File: config.mk
export PLATFORM = sky130hd
export DESIGN_NAME = calc_display_sequencer
export DESIGN_NICKNAME = d
export VERILOG_FILES = /design/src/rtl/calc_pkg.sv /design/src/rtl/hold_timer.sv /design/src/rtl/calc_display_sequencer.sv
export SDC_FILE = /design/constraint.sdc
export NUM_CORES = 1
export LEC_CHECK = 0
export ABC_AREA = 1
export BUFFER_PORTS_ARGS = -buffer_cell sky130_fd_sc_hd__buf_4
export CORE_MARGIN = 8
export CORE_UTILIZATION = 44
export DETAILED_ROUTE_END_ITERATION = 16
export MAX_ROUTING_LAYER = met4
export PLACE_DENSITY_LB_ADDON = 0.05
export SYNTH_ARGS = -nofsm -noshare
export SYNTH_HDL_FRONTEND = slang
export SYNTH_SLANG_ARGS = --single-unit
File: constraint.sdc
create_clock -name clock_100Mhz -period 1.8 [get_ports clock_100Mhz]
set_input_delay 0.18 -clock clock_100Mhz [delete_from_list [all_inputs] [get_ports clock_100Mhz]]
set_output_delay 0.18 -clock clock_100Mhz [all_outputs]
set_load 0.03 [all_outputs]
File: src/rtl/calc_pkg.sv
// Shared calculator display constants and types.
// Used by the display sequencer and the seven-segment displayer.
package calc_pkg;

   localparam int NUM_W       = 14;
   localparam int MAX_DISPLAY = 9999;

   typedef logic [NUM_W-1:0] num_t;
   typedef logic [1:0]       state_t;

   localparam state_t ST_INPUT  = 2'd0;
   localparam state_t ST_OUTPUT = 2'd1;
   localparam state_t ST_ERROR  = 2'd2;

   function automatic logic fits_display(num_t v, num_t max_v);
      return v <= max_v;
   endfunction

endpackage

File: src/rtl/hold_timer.sv
// Loadable down-counter with an expiry flag at zero.
// Reusable for error hold, blink and timeout sequencing.
module hold_timer #(
   parameter  int CYCLES = 100_000_000,
   localparam int CNT_W  = $clog2(CYCLES + 1)
) (
   input  logic clock_100Mhz,
   input  logic reset,
   input  logic clear,
   input  logic load,
   input  logic enable,
   output logic expired
);

   logic [CNT_W-1:0] count;

   // Load value is CYCLES-1 so the owner sees CYCLES enabled cycles.
   always_ff @(posedge clock_100Mhz or posedge reset) begin
      if (reset)
         count <= '0;
      else if (clear)
         count <= '0;
      else if (load)
         count <= CNT_W'(CYCLES - 1);
      else if (enable && count != '0)
         count <= count - 1'b1;
   end

   assign expired = enable && (count == '0);

endmodule

File: src/rtl/calc_display_sequencer.sv
// Drives the displayer's state, operand, result and sign inputs
// from keypad entries and ALU results, with a timed error screen.
module calc_display_sequencer #(
   parameter int ERR_HOLD_CYCLES = 100_000_000,
   parameter int MAX_DISPLAY     = calc_pkg::MAX_DISPLAY
) (
   input  logic        clock_100Mhz,
   input  logic        reset,
   input  logic        clear,
   input  logic        entry_valid,
   input  logic [13:0] entry_number,
   input  logic        result_valid,
   output logic        result_ready,
   input  logic [13:0] result_value,
   input  logic        result_sign,
   input  logic        result_error,
   output logic [1:0]  data_state,
   output logic [13:0] input_number,
   output logic [13:0] output_number,
   output logic        sign,
   output logic        busy
);

   import calc_pkg::*;

   localparam num_t MAX_V = num_t'(MAX_DISPLAY);

   state_t state_q, state_d;
   num_t   in_q, in_d;
   num_t   out_q, out_d;
   logic   sign_q, sign_d;
   logic   busy_q;

   logic   transfer;
   logic   result_bad;
   logic   entry_ok;
   logic   t_load, t_clear, t_expired;

   assign transfer   = result_valid && result_ready;
   assign result_bad = result_error || !fits_display(result_value, MAX_V);
   assign entry_ok   = fits_display(entry_number, MAX_V);

   hold_timer #(
      .CYCLES (ERR_HOLD_CYCLES)
   ) u_hold (
      .clock_100Mhz (clock_100Mhz),
      .reset        (reset),
      .clear        (t_clear),
      .load         (t_load),
      .enable       (state_q == ST_ERROR),
      .expired      (t_expired)
   );

   always_ff @(posedge clock_100Mhz or posedge reset) begin
      if (reset) begin
         state_q <= ST_INPUT;
         in_q    <= '0;
         out_q   <= '0;
         sign_q  <= 1'b0;
         busy_q  <= 1'b0;
      end else begin
         state_q <= state_d;
         in_q    <= in_d;
         out_q   <= out_d;
         sign_q  <= sign_d;
         busy_q  <= (state_d == ST_ERROR);
      end
   end

   // clear > result transfer > entry > timer expiry
   always_comb begin
      state_d = state_q;
      in_d    = in_q;
      out_d   = out_q;
      sign_d  = sign_q;
      t_load  = 1'b0;
      t_clear = 1'b0;
      if (clear) begin
         state_d = ST_INPUT;
         in_d    = '0;
         sign_d  = 1'b0;
         t_clear = 1'b1;
      end else if (transfer) begin
         if (result_bad) begin
            state_d = ST_ERROR;
            t_load  = 1'b1;
         end else begin
            state_d = ST_OUTPUT;
            out_d   = result_value;
            sign_d  = result_sign && (result_value != '0);
         end
      end else if (entry_valid && state_q != ST_ERROR) begin
         if (state_q == ST_OUTPUT) begin
            state_d = ST_INPUT;
            in_d    = entry_ok ? entry_number : '0;
         end else if (entry_ok) begin
            in_d    = entry_number;
         end
      end else if (t_expired) begin
         state_d = ST_INPUT;
         in_d    = '0;
         sign_d  = 1'b0;
      end
   end

   always_comb begin
      result_ready  = (state_q != ST_ERROR);
      data_state    = state_q;
      input_number  = in_q;
      output_number = out_q;
      sign          = sign_q;
      busy          = busy_q;
   end

endmodule

# ---- Word-level counts from Yosys, hierarchy flattened
# Cells that the tools add are included.
# Widths: inputs -> output; s select.
dict set report classes {
  n_addsub 1
  mul 0
  div 0
  magnitude_cmp 2
  eq_ne 8
  shifts 0
  muxes 25
  bitwise 2
  n_reduce_logical 16
}
# cell count
set op_table {}
lappend op_table {{$mux 14} 7}
lappend op_table {{$mux 27} 3}
lappend op_table {{$le 14x14->1 const B} 2}
lappend op_table {{$logic_not 27->1} 1}
lappend op_table {{$reduce_bool 27->1} 1}
lappend op_table {{$sub 27x1->27 const B} 1}
lappend op_table {{$reduce_bool 14->1} 1}
lappend op_table {{$mux 2} 6}
lappend op_table {{$mux 1} 9}
lappend op_table {{$reduce_and 3->1} 3}
lappend op_table {{$reduce_bool 3->1} 3}
lappend op_table {{$ne 3x3->1 const B} 2}
lappend op_table {{$logic_and 1x1->1} 5}
lappend op_table {{$eq 2x2->1 const B} 2}
lappend op_table {{$ne 2x2->1 const B} 2}
lappend op_table {{$ne 4x3->1 const B} 1}
lappend op_table {{$eq 2x1->1 const B} 1}
lappend op_table {{$not 1->1} 2}
lappend op_table {{$logic_not 1->1} 1}
lappend op_table {{$logic_or 1x1->1} 1}
dict set report totals {
  reg_bits 59
  latch_bits 0
  mem_bits_rw 0
  romBits 0
  in_bits 35
  word_cells 60
  mem_count 0
}

# ---- Depth between registers and ports, before layout
# Gate-level depths: netlist of the first run.
dict set report depth {
  word_depth 8
  ltp_mapped 13
  mapped_depth_nobuf 12
}

# ---- Cells and area by module
# A second synthesis of the first run with hierarchy kept.
dict set report unflattened {
  hier_cells 520
  hier_area_um2 3512.1
}
# module instances cells_each area_each_um2 seq_area_each_um2
set by_module_without_submodules {}
lappend by_module_without_submodules {hold_timer 1 303 1914.3 675.6}
lappend by_module_without_submodules {calc_display_sequencer 1 217 1597.8 800.8}

# ---- Least setup slack after synthesis of the first run
# No wires, ideal clock.
dict set report synth_timing {
  path_type {flip-flop to flip-flop}
  from {register state_q[1] (netlist: data_state[1])}
  to {register u_hold.count[20]}
  arrival_ps 1770
  t_required_ps 1682
  path_slack_ps -88
  stages_incl_launch_ff 11
  n_path_buf 1
  path_cell_list {dfrtp_1 > nand2_1 > nand2_1 > inv_1 > nor2_1 > inv_1 > nand2_1 > nand2_4 > buf_6 > nand3_1 > nand2_1}
}
dict set report synth_between {
  elab_chain_cells 6
  word_cells_on_any_way 9
  classes_between {eq/ne (2); mux (4); reduce/logical (3)}
}
# element line_no
set synth_rtl {}
lappend synth_rtl {{from (decl)} calc_display_sequencer.sv:28} ;# state_t state_q, state_d;
lappend synth_rtl {{from (signal assigned)} calc_display_sequencer.sv:62} ;# state_q <= state_d;
lappend synth_rtl {{$ne 2x2->1 (*)} calc_display_sequencer.sv:107} ;# result_ready = (state_q != ST_ERROR);
lappend synth_rtl {{named net result_ready} calc_display_sequencer.sv:13} ;# output logic result_ready,
lappend synth_rtl {{$logic_and 1x1->1 (*)} calc_display_sequencer.sv:39} ;# assign transfer = result_valid && result_ready;
lappend synth_rtl {{$mux 1 (*)} calc_display_sequencer.sv:83} ;# end else if (transfer) begin
lappend synth_rtl {{$mux 1 (*)} calc_display_sequencer.sv:78} ;# if (clear) begin
lappend synth_rtl {{$mux 27} hold_timer.sv:23} ;# else if (load)
lappend synth_rtl {{$mux 27} hold_timer.sv:21} ;# else if (clear)
lappend synth_rtl {{to (signal assigned)} hold_timer.sv:24} ;# count <= CNT_W'(CYCLES - 1);
lappend synth_rtl {{to (signal assigned)} hold_timer.sv:26} ;# count <= count - 1'b1;
lappend synth_rtl {{to (decl)} hold_timer.sv:15} ;# logic [CNT_W-1:0] count;
# The timed path passes the listed nets; every way through them passes the cells marked *.
# A chain may end at the register's enable or synchronous reset.

# ---- Worst setup path after layout of the first run
dict set report layout_timing {
  from {register u_hold.count[0]}
  to {register u_hold.count[0]}
}
dict set report layout_between {
  elab_chain_cells 4
  word_cells_on_any_way 7
  classes_between {add/sub (1); mux (3); reduce/logical (3)}
}
# element line_no
set layout_rtl {}
lappend layout_rtl {{$sub 27x1->27} hold_timer.sv:26}
lappend layout_rtl {{$mux 27} hold_timer.sv:25} ;# else if (enable && count != '0)
lappend layout_rtl {{$mux 27} hold_timer.sv:23}
lappend layout_rtl {{$mux 27} hold_timer.sv:21}
# Parallel ways exist; a longest one is shown, timed or not. The select of a mux whose other input is x is not followed.

==> results.toml, run 1 <==
[synthesis]
syn_inst = 502
synth_area_um2 = 3530
synth_top_area_share_pct = 41.9
synth_cell_types = 30
synth_top_cells_by_area = "dfrtp_1 (42%), nand2_1 (18%), nand3_1 (11%)"
synth.yosys.seq_area_share_pct = 41.9
synth.avg_cell_area_um2 = 7.02
synth.cells.most_frequent = "nand2_1 (172), nand3_1 (75), dfrtp_1 (59), nor2_1 (56), inv_1 (52)"
ys_ff_latch = 59
ys.flop_type = "dfrtp_1"
async_reset_ff_share_pct = 100
synth_edf_count = 0
synth_fp_nets = 538
yosysMostFrequentCell = "nand2_1"
ys_warn_count = 0
yosys.area.top_type = "dfrtp_1"

[cts]
cts_buffers = 9
cts_tree = "yes"
cts_buffer_depth = 2
clock_latency_ps = 340
clk_pin_slew_ps = 70
clockRootBuffer = "clkbuf_8"
cts.sinks = 59
cts_max_level = 3

[worst_setup_path]
cp_top_family = "simple AND/OR/NAND/NOR gates"
critical_path_class = "reg2reg"
end_kind = "flip-flop"
start_kind = "flip-flop"
rrSetupSlack_ps = 100
critPathMaxFanout = 9
crit_slowest_cell = "dfrtp_1"
max_stage_delay_ps = 390
cp.arrival_ps = 1920
path_buf_inv = 3
crit_required_ps = 2010
worstPathCellList = "inv_2 -> ha_2 -> nand2_2 -> nor2_4 -> nand2_4 -> inv_2 -> nand2_4 -> nand2_4 -> nand2_8 -> buf_4 -> nand2_1 -> o21ai_1"
crit_top_cell = "nand2_4"

[pwr]
power_density_nw_per_um2 = 1310
power_uw = 6090
power_leakage_uw = 0.00263
peakVddDrop_v = 0.000751

[sta]
finalCritPeriodShare_pct = 94.5
setup_viol = 0
layout_setup_ws_ps = 99.0
drv_slew = 0
hold_viol = 0
holdWs_ps = 51.5
fin_crit_ps = 1700
finClkSkew_ps = 10.1
clock.fmax_ghz = 0.588
relSlewSlack_pct = 77.7
tightest_slew_ps = 333

[cells_and_area]
seq_area_um2 = 1480
design_area_um2 = 4650
multiInputGateArea_um2 = 1780
fillers = 716
n_antenna_cell = 0
synthToLayoutAreaGrowth_pct = 32.0
drive_above_1_share_pct = 25.7
final_util_pct = 60.2
final_nets = 634

[placed_design]
hpwl_um = 7010
dp_slack_ps = 51.8
placed_area_um2 = 4330
io_buffers = 67
place.gp.congestion = 0.910

[status]
status = "complete, no violations"

[drt]
first_pass_iters = 5
ant_nets = 0
drt_iter0_drc = 152
vias = 3514
viasPerCell = 4.99
post_drt_wl_per_cell_um = 13.9
wl_um = 9770
drc_errors = 0

[floorplan]
die_h_um = 106
core-area_um2 = 7730
rows = 32
die_w_um = 106
initial_core_util_pct = 45.6
io_pins = 68
dieArea_um2 = 11100

[grt]
grt_pass1_wl_um = 16700
grt_use_total_pct = 18.6
antenna_found_initial = 0
grt_pass1_vias = 3489
grt_overflow_total = 0
grt_max_degree = 60

[flow_run]
max_cap_violations = 0

[hold_path]
hold_class = "in2reg"
[stage by stage]
| stage | TNS [ps] | cells |
|---|---|---|
| after floorplan | 0 | 502 |
| after global placement | 0 | 686 |
| after detailed placement | 0 | 686 |
| after CTS | 0 | 702 |
| after global routing | -24.8 | 704 |
| final | 0 | 704 |
[cell type report]
cell class              instances  share of cell area, %
multi-input cells             372                   38.2
flip-flops and latches         59                   31.7
repair buffers                100                   17.3
inverters                      56                   4.68
clock buffers                  11                   3.25
well taps                     102                   2.74
clock inverters                 4                   2.10
[timing repair]
| action | CTS | global route |
|---|---|---|
| hold endpoints to repair | 59 | 0 |
| endpoints found under the setup margin | 0 | 38 |
| buffers inserted | 0 | 1 |
| hold buffers | 1 | 0 |
| gates resized for setup | 0 | 18 |
[kinds of logic after synthesis]
logic type,after synthesis,share of synthesized area [%]
AOI/OAI and AO/OA,25,3.76
xor gates and xnor gates,5,1.24
adders and majority gates,1,0.355
buffers and inverters,71,9.12
DFF,59,41.9
and+or+nand+nor,341,43.6
[worst register-to-register path, delay by kind of cell, from the launching register on]
family | cells | cell delay [ps]
adders and majority gates | 1 | 190
and+or+nand+nor | 7 | 610
AOI/OAI and AO/OA | 1 | 70
buffers and inverters | 3 | 330
DFF | 1 | 390
[sequential cells by signal, summed over array words and instances (netlist names)]
signal,cells
output_number,14
data_state,2
u_hold.count,27
input_number,14
busy,1
sign,1
[routing by layer]
layer	track usage, %	routed length [µm]
met1	22.2	4420
met2	29.7	4630
met3	5.05	556
met4	6.83	155
met5	-	0
[where the power goes]
group | switching, µW | total [µW] | internal, µW
clock network | 558 | 1550 | 988
logic | 1700 | 2760 | 1050
registers | 203 | 1790 | 1590
[final timing paths]
kind,startpoint,end,depth (start not counted)
max in group asynchronous,reset,u_hold.count[0]$_DFFE_PP0P_,4
worst min register to register,output_number[4]$_DFFE_PP0P_,output_number[4]$_DFFE_PP0P_,2
worst max-delay path,u_hold.count[0]$_DFFE_PP0P_,u_hold.count[0]$_DFFE_PP0P_,12
worst max register to register,u_hold.count[0]$_DFFE_PP0P_,u_hold.count[0]$_DFFE_PP0P_,12
worst min-delay path,result_value[6],output_number[6]$_DFFE_PP0P_,3
min in group asynchronous,reset,input_number[2]$_DFFE_PP0P_,4
[cells in the final DEF (no fill, tap or decap), types with 3 or more instances in the layout]
master / n
nand2_1: 169
nand2_2: 4
inv_1: 49
bufinv_16: 3
nor2_4: 4
nand2_4: 3
buf_12: 4
nand3b_1: 6
o21ai_1: 6
nand4_1: 6
buf_4: 94
inv_2: 6
dfrtp_1: 59
nor3_1: 3
clkbuf_8: 11
nand3_1: 74
nor2_1: 50
nor2_2: 12
xor2_1: 4
o21ai_0: 15
Power figures use the tool's default switching activity.
==> inputs of run 2 (changes only) <==
CELL_PAD_IN_SITES_DETAIL_PLACEMENT = 1   (was unset)
CELL_PAD_IN_SITES_GLOBAL_PLACEMENT = 2   (was unset)
CORE_MARGIN = 2   (was 8)
CORE_UTILIZATION = 31   (was 44)
==> run 2 against run 1 <==
Clock power up 9%. Setup slack better by 1.2 ps. Critical path type unchanged. Sequential cell count unchanged. Non-clock buffer count down 2. Combinational power up 3%. Critical path depth down 2. Utilization down 17 points.
==> results.toml, run 2 (same netlist as run 1, synthesis figures left out) <==
[pwr]
power_leakage_uw = 0.00263
power_uw = 6350
power_density_nw_per_um2 = 1340
peakVddDrop_v = 0.000743

[cells_and_area]
design_area_um2 = 4740
n_antenna_cell = 0
regMostFlops = "u_hold.count"
synthToLayoutAreaGrowth_pct = 34.4
drive_above_1_share_pct = 26.1
final_common_cell = "nand2_1"
final_cell_mix = "nand2_1 (171), buf_4 (93), nand3_1 (74)"
largest_reg_flops = 27
final_nets = 632

[hold_path]
hold_path_depth = 3
hold_class = "in2reg"

[floorplan]
io_pins = 68
dieArea_um2 = 12200
initial_core_util_pct = 32.1
die_h_um = 111
die_w_um = 111
core-area_um2 = 11000
rows = 38

[worst_setup_path]
end_kind = "flip-flop"
cp-startpoint = "u_hold.count[3]$_DFFE_PP0P_"
critPathMaxFanout = 8
reg2reg_to = "input_number[7]$_DFFE_PP0P_"
critical_path_class = "reg2reg"
critical_path.endpoint = "input_number[7]$_DFFE_PP0P_"
cp.arrival_ps = 1970
crit_required_ps = 2070
reg2regPathDepth = 10
rrSetupSlack_ps = 100
start_kind = "flip-flop"
regToRegStartpoint = "u_hold.count[3]$_DFFE_PP0P_"

[cts]
clock_latency_ps = 330
cts_buffers = 9
cts_buffer_depth = 2
clk_pin_slew_ps = 50
cts.sinks = 59
cts_tree = "yes"
cts_max_level = 3
clockRootBuffer = "clkbuf_16"

[sta]
hold_viol = 0
fin_crit_ps = 1700
finalCritPeriodShare_pct = 94.4
setup_viol = 0
layout_setup_ws_ps = 100
drv_slew = 0
clock.fmax_ghz = 0.588
tightest_slew_ps = 340
setup_tns_ps = 0
rsz0062_at_grt = "yes"
finClkSkew_ps = 5.41
relSlewSlack_pct = 77.3

[grt]
globalRouteMet1Util_pct = 25.3
busiest_layer = "met2"
antenna_found_initial = 0
met3_usage_pct = 3.61
grt_overflow_total = 0
met2_usage_pct = 30.2
grt_pass1_wl_um = 18400
grt_pass1_vias = 3684
grt_use_total_pct = 19.2
grt_max_degree = 60

[flow_run]
max_cap_violations = 0

[drt]
vias = 3565
viasPerCell = 4.81
drt_iter0_drc = 128
drc_errors = 0
wl_um = 11100
ant_nets = 0
post_drt_wl_per_cell_um = 14.9
first_pass_iters = 5

[status]
status = "complete, no violations"

[placed_design]
hpwl_um = 8190
place.gp.congestion = 0.822
io_buffers = 67
placed_area_um2 = 4330
dp_slack_ps = -37.5
## run 2: what timing repair did
action / CTS / global route
pin swaps: 2 / 4
hold buffers: 1 / 0
hold endpoints to repair: 59 / 0
setup buffers: 2 / 2
endpoints found under the setup margin: 17 / 41
gates resized for setup: 1 / 22
## run 2: critical path: stages (launching register included)
cell and delay [ps]:
dfrtp_1 440, nor2_2 170, nand2_2 110, nor2_4 170
nand2_4 90, nor2_4 140, nand3_4 100, nand3_4 130
buf_6 150, nand3_1 70, nand2_1 70
## run 2: area by class of cell
type	instances	area, µm²
multi-input cells	372	1800
inverters	56	218
clock buffers	15	288
repair buffers	98	779
clock inverters	1	5.00
fillers	1381	6240
well taps	140	175
flip-flops and latches	59	1480
## run 2: through the flow
| step | hold slack [ps] | std cells | util (%) |
|---|---|---|---|
| 5_1_grt | 71.5 | 741 | 43.1 |
| 3_5_place_dp | 290 | 720 | 39.5 |
| 6_report | 64.5 | 741 | 43.1 |
| 3_3_place_gp | 285 | 720 | 39.5 |
| 2_1_floorplan | 246 | 502 | - |
| 4_1_cts | 52.5 | 739 | 42.4 |
## run 2: power by group
| group | internal [µW] | switching, µW | leakage, µW |
|---|---|---|---|
| combinational | 1070 | 1760 | 0.00171 |
| sequential | 1590 | 248 | 0.000781 |
| clock | 1080 | 608 | 0.000146 |
## run 2: worst min-delay path by stage
stage | from | end | slack [ps]
finish | result_value[2] | output_number[2]$_DFFE_PP0P_ | 60
global route | result_value[7] | output_number[7]$_DFFE_PP0P_ | 70
CTS | result_value[4] | output_number[4]$_DFFE_PP0P_ | 50
detailed placement | reset | output_number[5]$_DFFE_PP0P_ | 290
global placement | reset | output_number[5]$_DFFE_PP0P_ | 280
floorplan | clear | busy$_DFF_PP0_ | 250
## run 2: routing by layer
metal  wire [µm]  share of wire [%]
met1        5110                 46
met2        5380                 49
met3         453                4.1
met4         125                1.1
met5           0                  0
==> inputs of run 3 (changes only) <==
PLACE_DENSITY = 0.88   (was unset)
PLACE_DENSITY_LB_ADDON = unset   (was 0.05)
==> run 3 against run 2 <==
Global-route usage is 0.32 points higher. Setup slack better by 7.3 ps. Critical path depth is 1 higher. Register-to-register slack hardly changed. Highest routed layer unchanged. Utilization is 1.7 points higher. Sequential power hardly changed. Combinational power is 9.9% higher. Clock skew is 1.0 ps lower.
==> results.toml, run 3 (same netlist as run 1, synthesis figures left out) <==
[status]
status = "complete, no violations"

[sta]
fin_crit_ps = 1690
holdWs_ps = 60.4
drv_slew = 0
finalCritPeriodShare_pct = 94.0
tightest_slew_ps = 559
relSlewSlack_pct = 62.7
finClkSkew_ps = 4.37
setup_viol = 0
rsz0062_at_grt = "yes"
clock.fmax_ghz = 0.591
hold_viol = 0
layout_setup_ws_ps = 107

[cells_and_area]
fillers = 1387
n_antenna_cell = 0
design_area_um2 = 4920
final_common_cell = "nand2_1"
multiInputGateArea_um2 = 1850
largest_reg_flops = 27
final_nets = 649
drive_above_1_share_pct = 29.2
synthToLayoutAreaGrowth_pct = 39.7
regMostFlops = "u_hold.count"
seq_area_um2 = 1480
final_cell_mix = "nand2_1 (166), buf_4 (110), nand3_1 (74)"

[worst_setup_path]
crit_required_ps = 2060
reg2reg_to = "u_hold.count[19]$_DFFE_PP0P_"
regToRegStartpoint = "u_hold.count[10]$_DFFE_PP0P_"
cp.arrival_ps = 1950
reg2regPathDepth = 11
cp_top_family = "simple AND/OR/NAND/NOR gates"
path_buf_inv = 2
worstPathCellList = "buf_4 -> nor2_1 -> buf_4 -> nand2_1 -> nor2_1 -> nand2_1 -> nor2_1 -> nand3_1 -> nand2_1 -> nand2_1 -> nor2_1"
rrSetupSlack_ps = 110
start_kind = "flip-flop"
critical_path_class = "reg2reg"
max_stage_delay_ps = 420
critPathMaxFanout = 3
crit_slowest_cell = "dfrtp_1"
end_kind = "flip-flop"

[flow_run]
max_cap_violations = 0

[drt]
wl_um = 11800
ant_nets = 0
vias = 3679
viasPerCell = 4.86
post_drt_wl_per_cell_um = 15.5
drc_errors = 0
drt_iter0_drc = 183
first_pass_iters = 4

[pwr]
power_density_nw_per_um2 = 1370
power_uw = 6720
peakVddDrop_v = 0.000613
power_leakage_uw = 0.00273

[cts]
cts_buffer_depth = 2
cts_tree = "yes"
clockRootBuffer = "clkbuf_16"
cts_max_level = 3
cts_buffers = 9
cts.sinks = 59
clock_latency_ps = 330
clk_pin_slew_ps = 50

[hold_path]
min_from = "result_value[6]"
hold_end = "output_number[6]$_DFFE_PP0P_"
hold_class = "in2reg"
hold_path_depth = 3

[grt]
grt_pass1_vias = 3915
grt_use_total_pct = 19.5
grt_pass1_wl_um = 19100
grt_max_degree = 60
grt_overflow_total = 0
antenna_found_initial = 0

[placed_design]
io_buffers = 67
place.gp.congestion = 0.821
dp_slack_ps = -26.7
placed_area_um2 = 4430
hpwl_um = 8440

[floorplan]
initial_core_util_pct = 32.1
die_h_um = 111
rows = 38
io_pins = 68
dieArea_um2 = 12200
core-area_um2 = 11000
die_w_um = 111
run 3: cell count changes in the layout (fill, tap and decap cells not counted), sizes merged:
cell,before,now
clkinvlp,0,1
bufinv,0,1
clkbuf,15,12
clkinv,1,2
inv,56,55
buf,97,113
nand2,178,179
run 3: where the power goes:
part           internal [µW]  switching, µW
Sequential              1590            215
Combinational           1210           1900
Clock                   1180            627
run 3: area by class of cell:
type                            instances  share of cell area (%)
Multi-Input combinational cell        373                    37.5
Sequential cell                        59                    30.0
Timing Repair Buffer                  114                    18.0
Clock buffer                           12                    5.41
Inverter                               56                    4.52
Tap cell                              140                    3.56
Clock inverter                          3                   0.940
run 3: worst max-delay path by stage:
stage | start | endpoint | cells after the start
finish | u_hold.count[10]$_DFFE_PP0P_ | u_hold.count[19]$_DFFE_PP0P_ | 11
global route | u_hold.count[10]$_DFFE_PP0P_ | u_hold.count[15]$_DFFE_PP0P_ | 10
CTS | u_hold.count[0]$_DFFE_PP0P_ | input_number[1]$_DFFE_PP0P_ | 11
detailed placement | data_state[1]$_DFF_PP0_ | input_number[3]$_DFFE_PP0P_ | 7
global placement | u_hold.count[0]$_DFFE_PP0P_ | u_hold.count[8]$_DFFE_PP0P_ | 12
floorplan | data_state[1]$_DFF_PP0_ | u_hold.count[20]$_DFFE_PP0P_ | 10
run 3: through the flow:
stage | cells | utilization [%] | setup TNS (ps)
2_1_floorplan | 502 | - | 0
3_3_place_gp | 735 | 40.4 | 0
3_5_place_dp | 735 | 40.4 | -50.4
4_1_cts | 751 | 43.5 | 0
5_1_grt | 757 | 44.8 | -36.3
6_report | 757 | 44.8 | 0
run 3: worst min-delay path, cell delays in order:
cell	delay [ps]
buf_4	80
nand2_1	40
nand2_1	50
run 3: layer usage:
layer  track usage (%)  vias to the layer above  share of wire [%]
met5                 -                        -                  0
met4              7.42                        0                2.0
met3              2.68                       20                3.2
met2              32.0                       62                 49
met1              24.6                     1791                 46
li1                  -                     1806                  -
run 3: repair_timing:
item,CTS,global route
hold endpoints to repair,59,0
setup buffers,0,5
pin swaps,0,7
cloned,0,1
gates resized for setup,3,29
endpoints found under the setup margin,18,40
hold buffers,1,0
